`src/rtl/muldiv_pkg.sv`:
```
// muldiv_pkg: shared definitions for the iterative multiply/divide sequencer.
//   - op encodings (op[1:0]; op[2] selects signed divide when MULDIV_SIGNED_EN is defined)
//   - sequencer state enum
//   - ALU operation codes, shared with the ALU decoder
//   - abs_val helper used by the signed-divide front end
package muldiv_pkg;

  localparam int MD_W = 32;

  localparam logic [1:0] OP_MUL   = 2'b00;
  localparam logic [1:0] OP_MULHU = 2'b01;
  localparam logic [1:0] OP_DIVU  = 2'b10;
  localparam logic [1:0] OP_REMU  = 2'b11;

  localparam logic [3:0] ALU_ADD  = 4'b0000;
  localparam logic [3:0] ALU_SUB  = 4'b0001;
  localparam logic [3:0] ALU_SLTU = 4'b0011;

  typedef enum logic [2:0] {
    S_IDLE    = 3'd0,
    S_MUL     = 3'd1,
    S_DIV_CMP = 3'd2,
    S_DIV_SUB = 3'd3,
    S_FIX     = 3'd4,
    S_DONE    = 3'd5
  } state_e;

  // Two's-complement magnitude; -2^31 maps to 0x80000000, which is the
  // correct unsigned magnitude for the divider.
  function automatic logic [MD_W-1:0] abs_val(input logic [MD_W-1:0] v);
    return v[MD_W-1] ? (~v + 1'b1) : v;
  endfunction

endpackage

```
`src/rtl/muldiv_cnt.sv`:
```
// muldiv_cnt: iteration counter for the multiply/divide sequencer.
// Ports:
//   clk    - clock, rising edge
//   rst    - synchronous active-high reset
//   clr    - synchronous clear to zero (wins over en)
//   en     - advance by one
//   last_o - high while the count is at its final value (all ones)
module muldiv_cnt #(
  parameter int CNT_W = 5
) (
  input  logic clk,
  input  logic rst,
  input  logic clr,
  input  logic en,
  output logic last_o
);

  logic [CNT_W-1:0] cnt_q;

  always_ff @(posedge clk) begin
    if (rst || clr) begin
      cnt_q <= '0;
    end else if (en) begin
      cnt_q <= cnt_q + 1'b1;
    end
  end

  assign last_o = &cnt_q;

endmodule

```
`src/rtl/muldiv_seq.sv`:
```
// muldiv_seq: iterative MUL / MULHU / DIVU / REMU sequencer that borrows the
// shared ALU while busy. Optional signed divide enabled by macro
// MULDIV_SIGNED_EN (op[2]=1 on a divide op selects DIV/REM).
// Ports:
//   clk, rst          - clock; synchronous active-high reset
//   start, kill       - launch request (IDLE only); flush, outranks start
//   op, src_a, src_b  - operation and operands
//   busy, done        - busy from cycle after start until DONE; done pulse
//   result            - final value, held until rewritten by the next op
//   alu_own           - ALU mux select (equals busy)
//   alu_op1/op2/ctrl  - ALU operands/opcode, zero when alu_own=0
//   alu_res           - combinational ALU result
// Latency start->done: MUL/MULHU 33, DIVU/REMU 65, signed divide 66, /0 1.
module muldiv_seq
  import muldiv_pkg::*;
#(
  parameter int XLEN  = 32,
  parameter int CNT_W = 5
) (
  input  logic            clk,
  input  logic            rst,
  input  logic            start,
  input  logic            kill,
  input  logic [2:0]      op,
  input  logic [XLEN-1:0] src_a,
  input  logic [XLEN-1:0] src_b,
  output logic            busy,
  output logic            done,
  output logic [XLEN-1:0] result,
  output logic            alu_own,
  output logic [XLEN-1:0] alu_op1,
  output logic [XLEN-1:0] alu_op2,
  output logic [3:0]      alu_ctrl,
  input  logic [XLEN-1:0] alu_res
);

  state_e            state_q;
  logic              busy_q, done_q;
  logic [XLEN-1:0]   result_q;
  logic [1:0]        op_q;
  // acc_q: product high half / partial remainder.
  // sh_q : multiplier shifting into product low half / dividend shifting into quotient.
  // opb_q: multiplicand / divisor.
  logic [XLEN-1:0]   acc_q, sh_q, opb_q;
  logic              cnt_last;

  logic              carry;
  logic [XLEN-1:0]   mul_hi_d, mul_lo_d, rem_shift_d, rem_sub_d, div_res_d;
  logic              ovf, qbit;

`ifdef MULDIV_SIGNED_EN
  logic              fix_q, neg_q;
  logic [XLEN-1:0]   fix_val;
  assign fix_val = op_q[0] ? acc_q : sh_q;
`else
  logic              unused_op2;
  assign unused_op2 = op[2];
`endif

  muldiv_cnt #(.CNT_W(CNT_W)) u_cnt (
    .clk    (clk),
    .rst    (rst),
    .clr    (state_q == S_IDLE),
    .en     ((state_q == S_MUL) || (state_q == S_DIV_SUB)),
    .last_o (cnt_last)
  );

  always_comb begin
    alu_op1  = '0;
    alu_op2  = '0;
    alu_ctrl = '0;
    case (state_q)
      S_MUL: begin
        alu_op1  = acc_q;
        alu_op2  = sh_q[0] ? opb_q : '0;
        alu_ctrl = ALU_ADD;
      end
      S_DIV_CMP: begin
        alu_op1  = rem_shift_d;
        alu_op2  = opb_q;
        alu_ctrl = ALU_SLTU;
      end
      S_DIV_SUB: begin
        alu_op1  = acc_q;
        alu_op2  = opb_q;
        alu_ctrl = ALU_SUB;
      end
`ifdef MULDIV_SIGNED_EN
      S_FIX: begin
        alu_op1  = '0;
        alu_op2  = fix_val;
        alu_ctrl = ALU_SUB;
      end
`endif
      default: ;
    endcase
  end

  // Carry out of the add is recovered from unsigned wrap-around.
  assign carry       = alu_res < alu_op1;
  assign mul_hi_d    = {carry, alu_res[XLEN-1:1]};
  assign mul_lo_d    = {alu_res[0], sh_q[XLEN-1:1]};
  assign rem_shift_d = {acc_q[XLEN-2:0], sh_q[XLEN-1]};
  // ovf: the bit shifted out of rem makes it >= any divisor.
  assign ovf         = acc_q[XLEN-1];
  assign qbit        = ovf | ~alu_res[0];
  // The quotient bit just shifted in sits in sh_q[0] during DIV_SUB.
  assign rem_sub_d   = sh_q[0] ? alu_res : acc_q;
  assign div_res_d   = op_q[0] ? rem_sub_d : sh_q;

  always_ff @(posedge clk) begin
    if (rst) begin
      state_q  <= S_IDLE;
      busy_q   <= 1'b0;
      done_q   <= 1'b0;
      result_q <= '0;
    end else begin
      done_q <= 1'b0;
      if (kill && (state_q != S_IDLE)) begin
        state_q <= S_IDLE;
        busy_q  <= 1'b0;
      end else begin
        case (state_q)
          S_IDLE: begin
            if (start && !kill) begin
              op_q  <= op[1:0];
              acc_q <= '0;
              if (op[1]) begin
`ifdef MULDIV_SIGNED_EN
                fix_q <= op[2];
                neg_q <= op[0] ? src_a[XLEN-1] : (src_a[XLEN-1] ^ src_b[XLEN-1]);
                sh_q  <= op[2] ? abs_val(src_a) : src_a;
                opb_q <= op[2] ? abs_val(src_b) : src_b;
`else
                sh_q  <= src_a;
                opb_q <= src_b;
`endif
              end else begin
                sh_q  <= src_b;
                opb_q <= src_a;
              end
              if (op[1] && (src_b == '0)) begin
                state_q  <= S_DONE;
                done_q   <= 1'b1;
                result_q <= op[0] ? src_a : '1;
              end else begin
                state_q <= op[1] ? S_DIV_CMP : S_MUL;
                busy_q  <= 1'b1;
              end
            end
          end
          S_MUL: begin
            acc_q <= mul_hi_d;
            sh_q  <= mul_lo_d;
            if (cnt_last) begin
              state_q  <= S_DONE;
              busy_q   <= 1'b0;
              done_q   <= 1'b1;
              result_q <= op_q[0] ? mul_hi_d : mul_lo_d;
            end
          end
          S_DIV_CMP: begin
            acc_q   <= rem_shift_d;
            sh_q    <= {sh_q[XLEN-2:0], qbit};
            state_q <= S_DIV_SUB;
          end
          S_DIV_SUB: begin
            acc_q <= rem_sub_d;
            if (cnt_last) begin
`ifdef MULDIV_SIGNED_EN
              if (fix_q) begin
                state_q <= S_FIX;
              end else begin
                state_q  <= S_DONE;
                busy_q   <= 1'b0;
                done_q   <= 1'b1;
                result_q <= div_res_d;
              end
`else
              state_q  <= S_DONE;
              busy_q   <= 1'b0;
              done_q   <= 1'b1;
              result_q <= div_res_d;
`endif
            end else begin
              state_q <= S_DIV_CMP;
            end
          end
`ifdef MULDIV_SIGNED_EN
          S_FIX: begin
            state_q  <= S_DONE;
            busy_q   <= 1'b0;
            done_q   <= 1'b1;
            result_q <= neg_q ? alu_res : fix_val;
          end
`endif
          S_DONE: begin
            state_q <= S_IDLE;
          end
          default: begin
            state_q <= S_IDLE;
            busy_q  <= 1'b0;
          end
        endcase
      end
    end
  end

  assign busy    = busy_q;
  assign done    = done_q;
  assign result  = result_q;
  assign alu_own = busy_q;

endmodule

```
`config.mk`:
```
export PLATFORM = sky130hd
export DESIGN_NAME = muldiv_seq
export DESIGN_NICKNAME = d
export VERILOG_FILES = /design/src/rtl/muldiv_pkg.sv /design/src/rtl/muldiv_cnt.sv /design/src/rtl/muldiv_seq.sv
export SDC_FILE = /design/constraint.sdc
export NUM_CORES = 1
export LEC_CHECK = 0
export BUFFER_PORTS_ARGS = -buffer_cell sky130_fd_sc_hd__buf_2
export CAP_MARGIN = 20
export CORE_MARGIN = 2
export CORE_UTILIZATION = 50
export DETAILED_ROUTE_END_ITERATION = 16
export PLACE_DENSITY = 0.77
export SYNTH_ARGS = -nofsm -noshare
export SYNTH_HDL_FRONTEND = slang
export SYNTH_SLANG_ARGS = --single-unit
```
`constraint.sdc`:
```
create_clock -name clk -period 4.3 [get_ports clk]
set_input_delay 0.645 -clock clk [delete_from_list [all_inputs] [get_ports clk]]
set_output_delay 0.645 -clock clk [all_outputs]
set_load 0.01 [all_outputs]
```
==> metrics <==
outcome finished clean; element type at the critical path start flop; Die H 142 um; total gr overflow 0; nets about 1300; GR peak layer met2; Worst Hold Class flop to flop; Worst path max stage delay 0.82 ns; ys async rst share 0; CTS root buffer clkbuf_16; Detailed Route Iter0 Violations ~900; Fin Clk Skew 0.0113 ns; ys flop type edfxtp_1; Starting Density 0.509; GRT Overall Usage 0.277; CP dominant cell by count o21ai_0; Hold Startpoint result[6]; Vias/cell 6.12; post-DP HPWL 20.0 mm; Setup violations, final 0; post-route setup TNS 0 ns; H-tree levels 4; Post-synth EDFFs slightly below 100; CP endpoint kind flop; relative slew slack 0.335; combinational power share 0.172; DRC Markers 0; worst-path maximum fanout 33; Hold Vio Cnt, Final 0; hold bufs inserted after CTS 0; layout cells sized above 1 0.247; Initial DRT Pass Iterations 5; Max-cap violations 0; first-pass GRT wire length ~44 mm; final slew viol count 0; gpl congestion 0.903; Synth warnings 0; PD cells 319 nW/um^2; Slew @ Worst Pin 0.997 ns; worst skew pair latency approximately 0.42 ns; synthesis-stage register bit count approximately 140; Worst Setup SP state_q[0]; TritonCTS buffer count 17; Max Clk Rate approximately 270 MHz; Cell variety after synth 55; die width around 140 um; Cell Int Power 2.55 mW; # rows 50; CP Cell Sequence nor2b_4 > a22oi_1 > ha_1 > a21oi_1 > o21ai_0 > a221oi_1 > o21ai_0 > o211a_1 > o22ai_1; core area ~19000 sq um; period utilization 0.846; worst vdd ir approximately 0.28 mV; Net Sw Frac 0.284; clock sinks about 140; Post CTS Setup Buffer Count 0; min Tclk post-route about 3.6 ns; post-synthesis cell count between 1000 and 1500; Setup CP Type flop to flop; Switch Pwr ~1.0 mW; GR Util met2 0.480; Netlist Area Pre-Place 9500 sq um; leading cell type in the layout, fill and taps excluded buf_2; Post-CTS Resized 0; clk slew on worst S/H paths ~0.060 ns; met1 GRT Util 0.353; RSZ-0062 raised after global routing false; DIE AREA between 20000 and 25000 sq um; Worst path slowest cell nor2b_4; Area growth syn-to-layout 17.4%; wire length per cell slightly below 20 um; largest net degree at the start of global routing just under 100; RR Startpoint state_q[0]; Pleak about 4.7 nW; CP required around 4.6 ns; CTS tree yes; vias in the first global route 8231; initial antenna violation count 1; DR vias a little under 9000; WHS 0.446 ns; CTS max path bufs 2; io pins just over 200; sequential area share after synthesis 0.395; antenna-violating nets left 0; syn_area_per_cell roughly 9 sq um; PortBufs 202; met3 Track Usage GR 0.0499; Seq pwr share 0.431; most frequent cells in the layout buf_2, a21oi_1, nor2_1, edfxtp_1, a22oi_1; Clock power frac 0.397; WL final between 20 and 30 mm; arrival time worst endpoint ~3.9 ns
## registers in the layout (all words and copies together) (netlist names)
signal	flops
result	32
alu_own	1
done	1
opb_q	32
sh_q	32
op_q	1
acc_q	32
u_cnt.cnt_q	5
state_q	3
## critical path, delay by kind of cell, from the launching register on
| family | cells | cell delay (ns) |
|---|---|---|
| AOI/OAI and AO/OA | 7 | 1.55 |
| and+or+nand+nor | 1 | 0.82 |
| DFF | 1 | 0.74 |
| adders and majority gates | 1 | 0.37 |
## stage by stage
| stage | utilization | std cells | cell area [sq um] | power, mW | setup WS [ns] |
|---|---|---|---|---|---|
| after detailed placement | 0.568 | 1418 | 10600 | 2.16 | 0.771 |
| final | 0.598 | 1451 | 11100 | 3.56 | 0.663 |
| after global routing | 0.598 | 1450 | 11100 | 3.69 | 0.354 |
| after global placement | 0.568 | 1418 | 10600 | 2.15 | 0.867 |
| after CTS | 0.598 | 1450 | 11100 | 3.56 | 0.754 |
| after floorplan | - | 1057 | 9500 | 1.94 | 0.104 |
## Yosys cell counts, types with 32 or more instances
| master | instances | area, sq um |
|---|---|---|
| a21oi_1 | 137 | 686 |
| nor2_1 | 111 | 417 |
| edfxtp_1 | 97 | 2910 |
| a22oi_1 | 94 | 706 |
| mux2i_1 | 66 | 661 |
| clkbuf_1 | 62 | 233 |
| nand2_1 | 47 | 176 |
| dfxtp_1 | 42 | 841 |
| inv_1 | 35 | 131 |
| nor3_1 | 35 | 175 |
| ha_1 | 33 | 413 |
| nor2b_1 | 33 | 206 |
| and2_1 | 32 | 200 |
| mux2_2 | 32 | 360 |
## layout make-up
class                      count  area, sq um
fill                        1648         7490
multi-input combinational    790         5260
sequential                   139         3760
timing repair buffer         220         1150
clock buffer                  19          443
tap                          234          293
inverter                      35          131
clock inverter                13          118
antenna                        1         2.50
## path summary, 6_finish.rpt
path | end | slack [ns] | cells past startpoint
max | acc_q[31] | 0.66 | 9
min | result[6] | 0.45 | 2
max reg2reg | acc_q[31] | 0.66 | 9
min reg2reg | result[6] | 0.45 | 2
## cells by family after synthesis
kind of cell             synth area share
AND/OR/NAND/NOR                     0.169
XOR/XNOR                          0.00277
flip-flops                          0.395
buffers and inverters              0.0569
multiplexers                        0.107
adder cells (fa/ha/maj)            0.0435
AO/OA/AOI/OAI                       0.225
other                            0.000395
## per-layer routing
metal  wire (um)  share of wire
met5           0              0
met4         651          0.023
met3        2040          0.072
met2       14300           0.50
met1       11400           0.40
## power by group through the flow
stage	clock network [mW]	logic [mW]	registers, mW
2_1_floorplan	0	0.392	1.55
3_3_place_gp	0	0.593	1.56
3_5_place_dp	0	0.603	1.56
4_1_cts	1.42	0.608	1.53
5_1_grt	1.48	0.672	1.54
6_report	1.41	0.611	1.53
(Power assumes the default switching activity.)
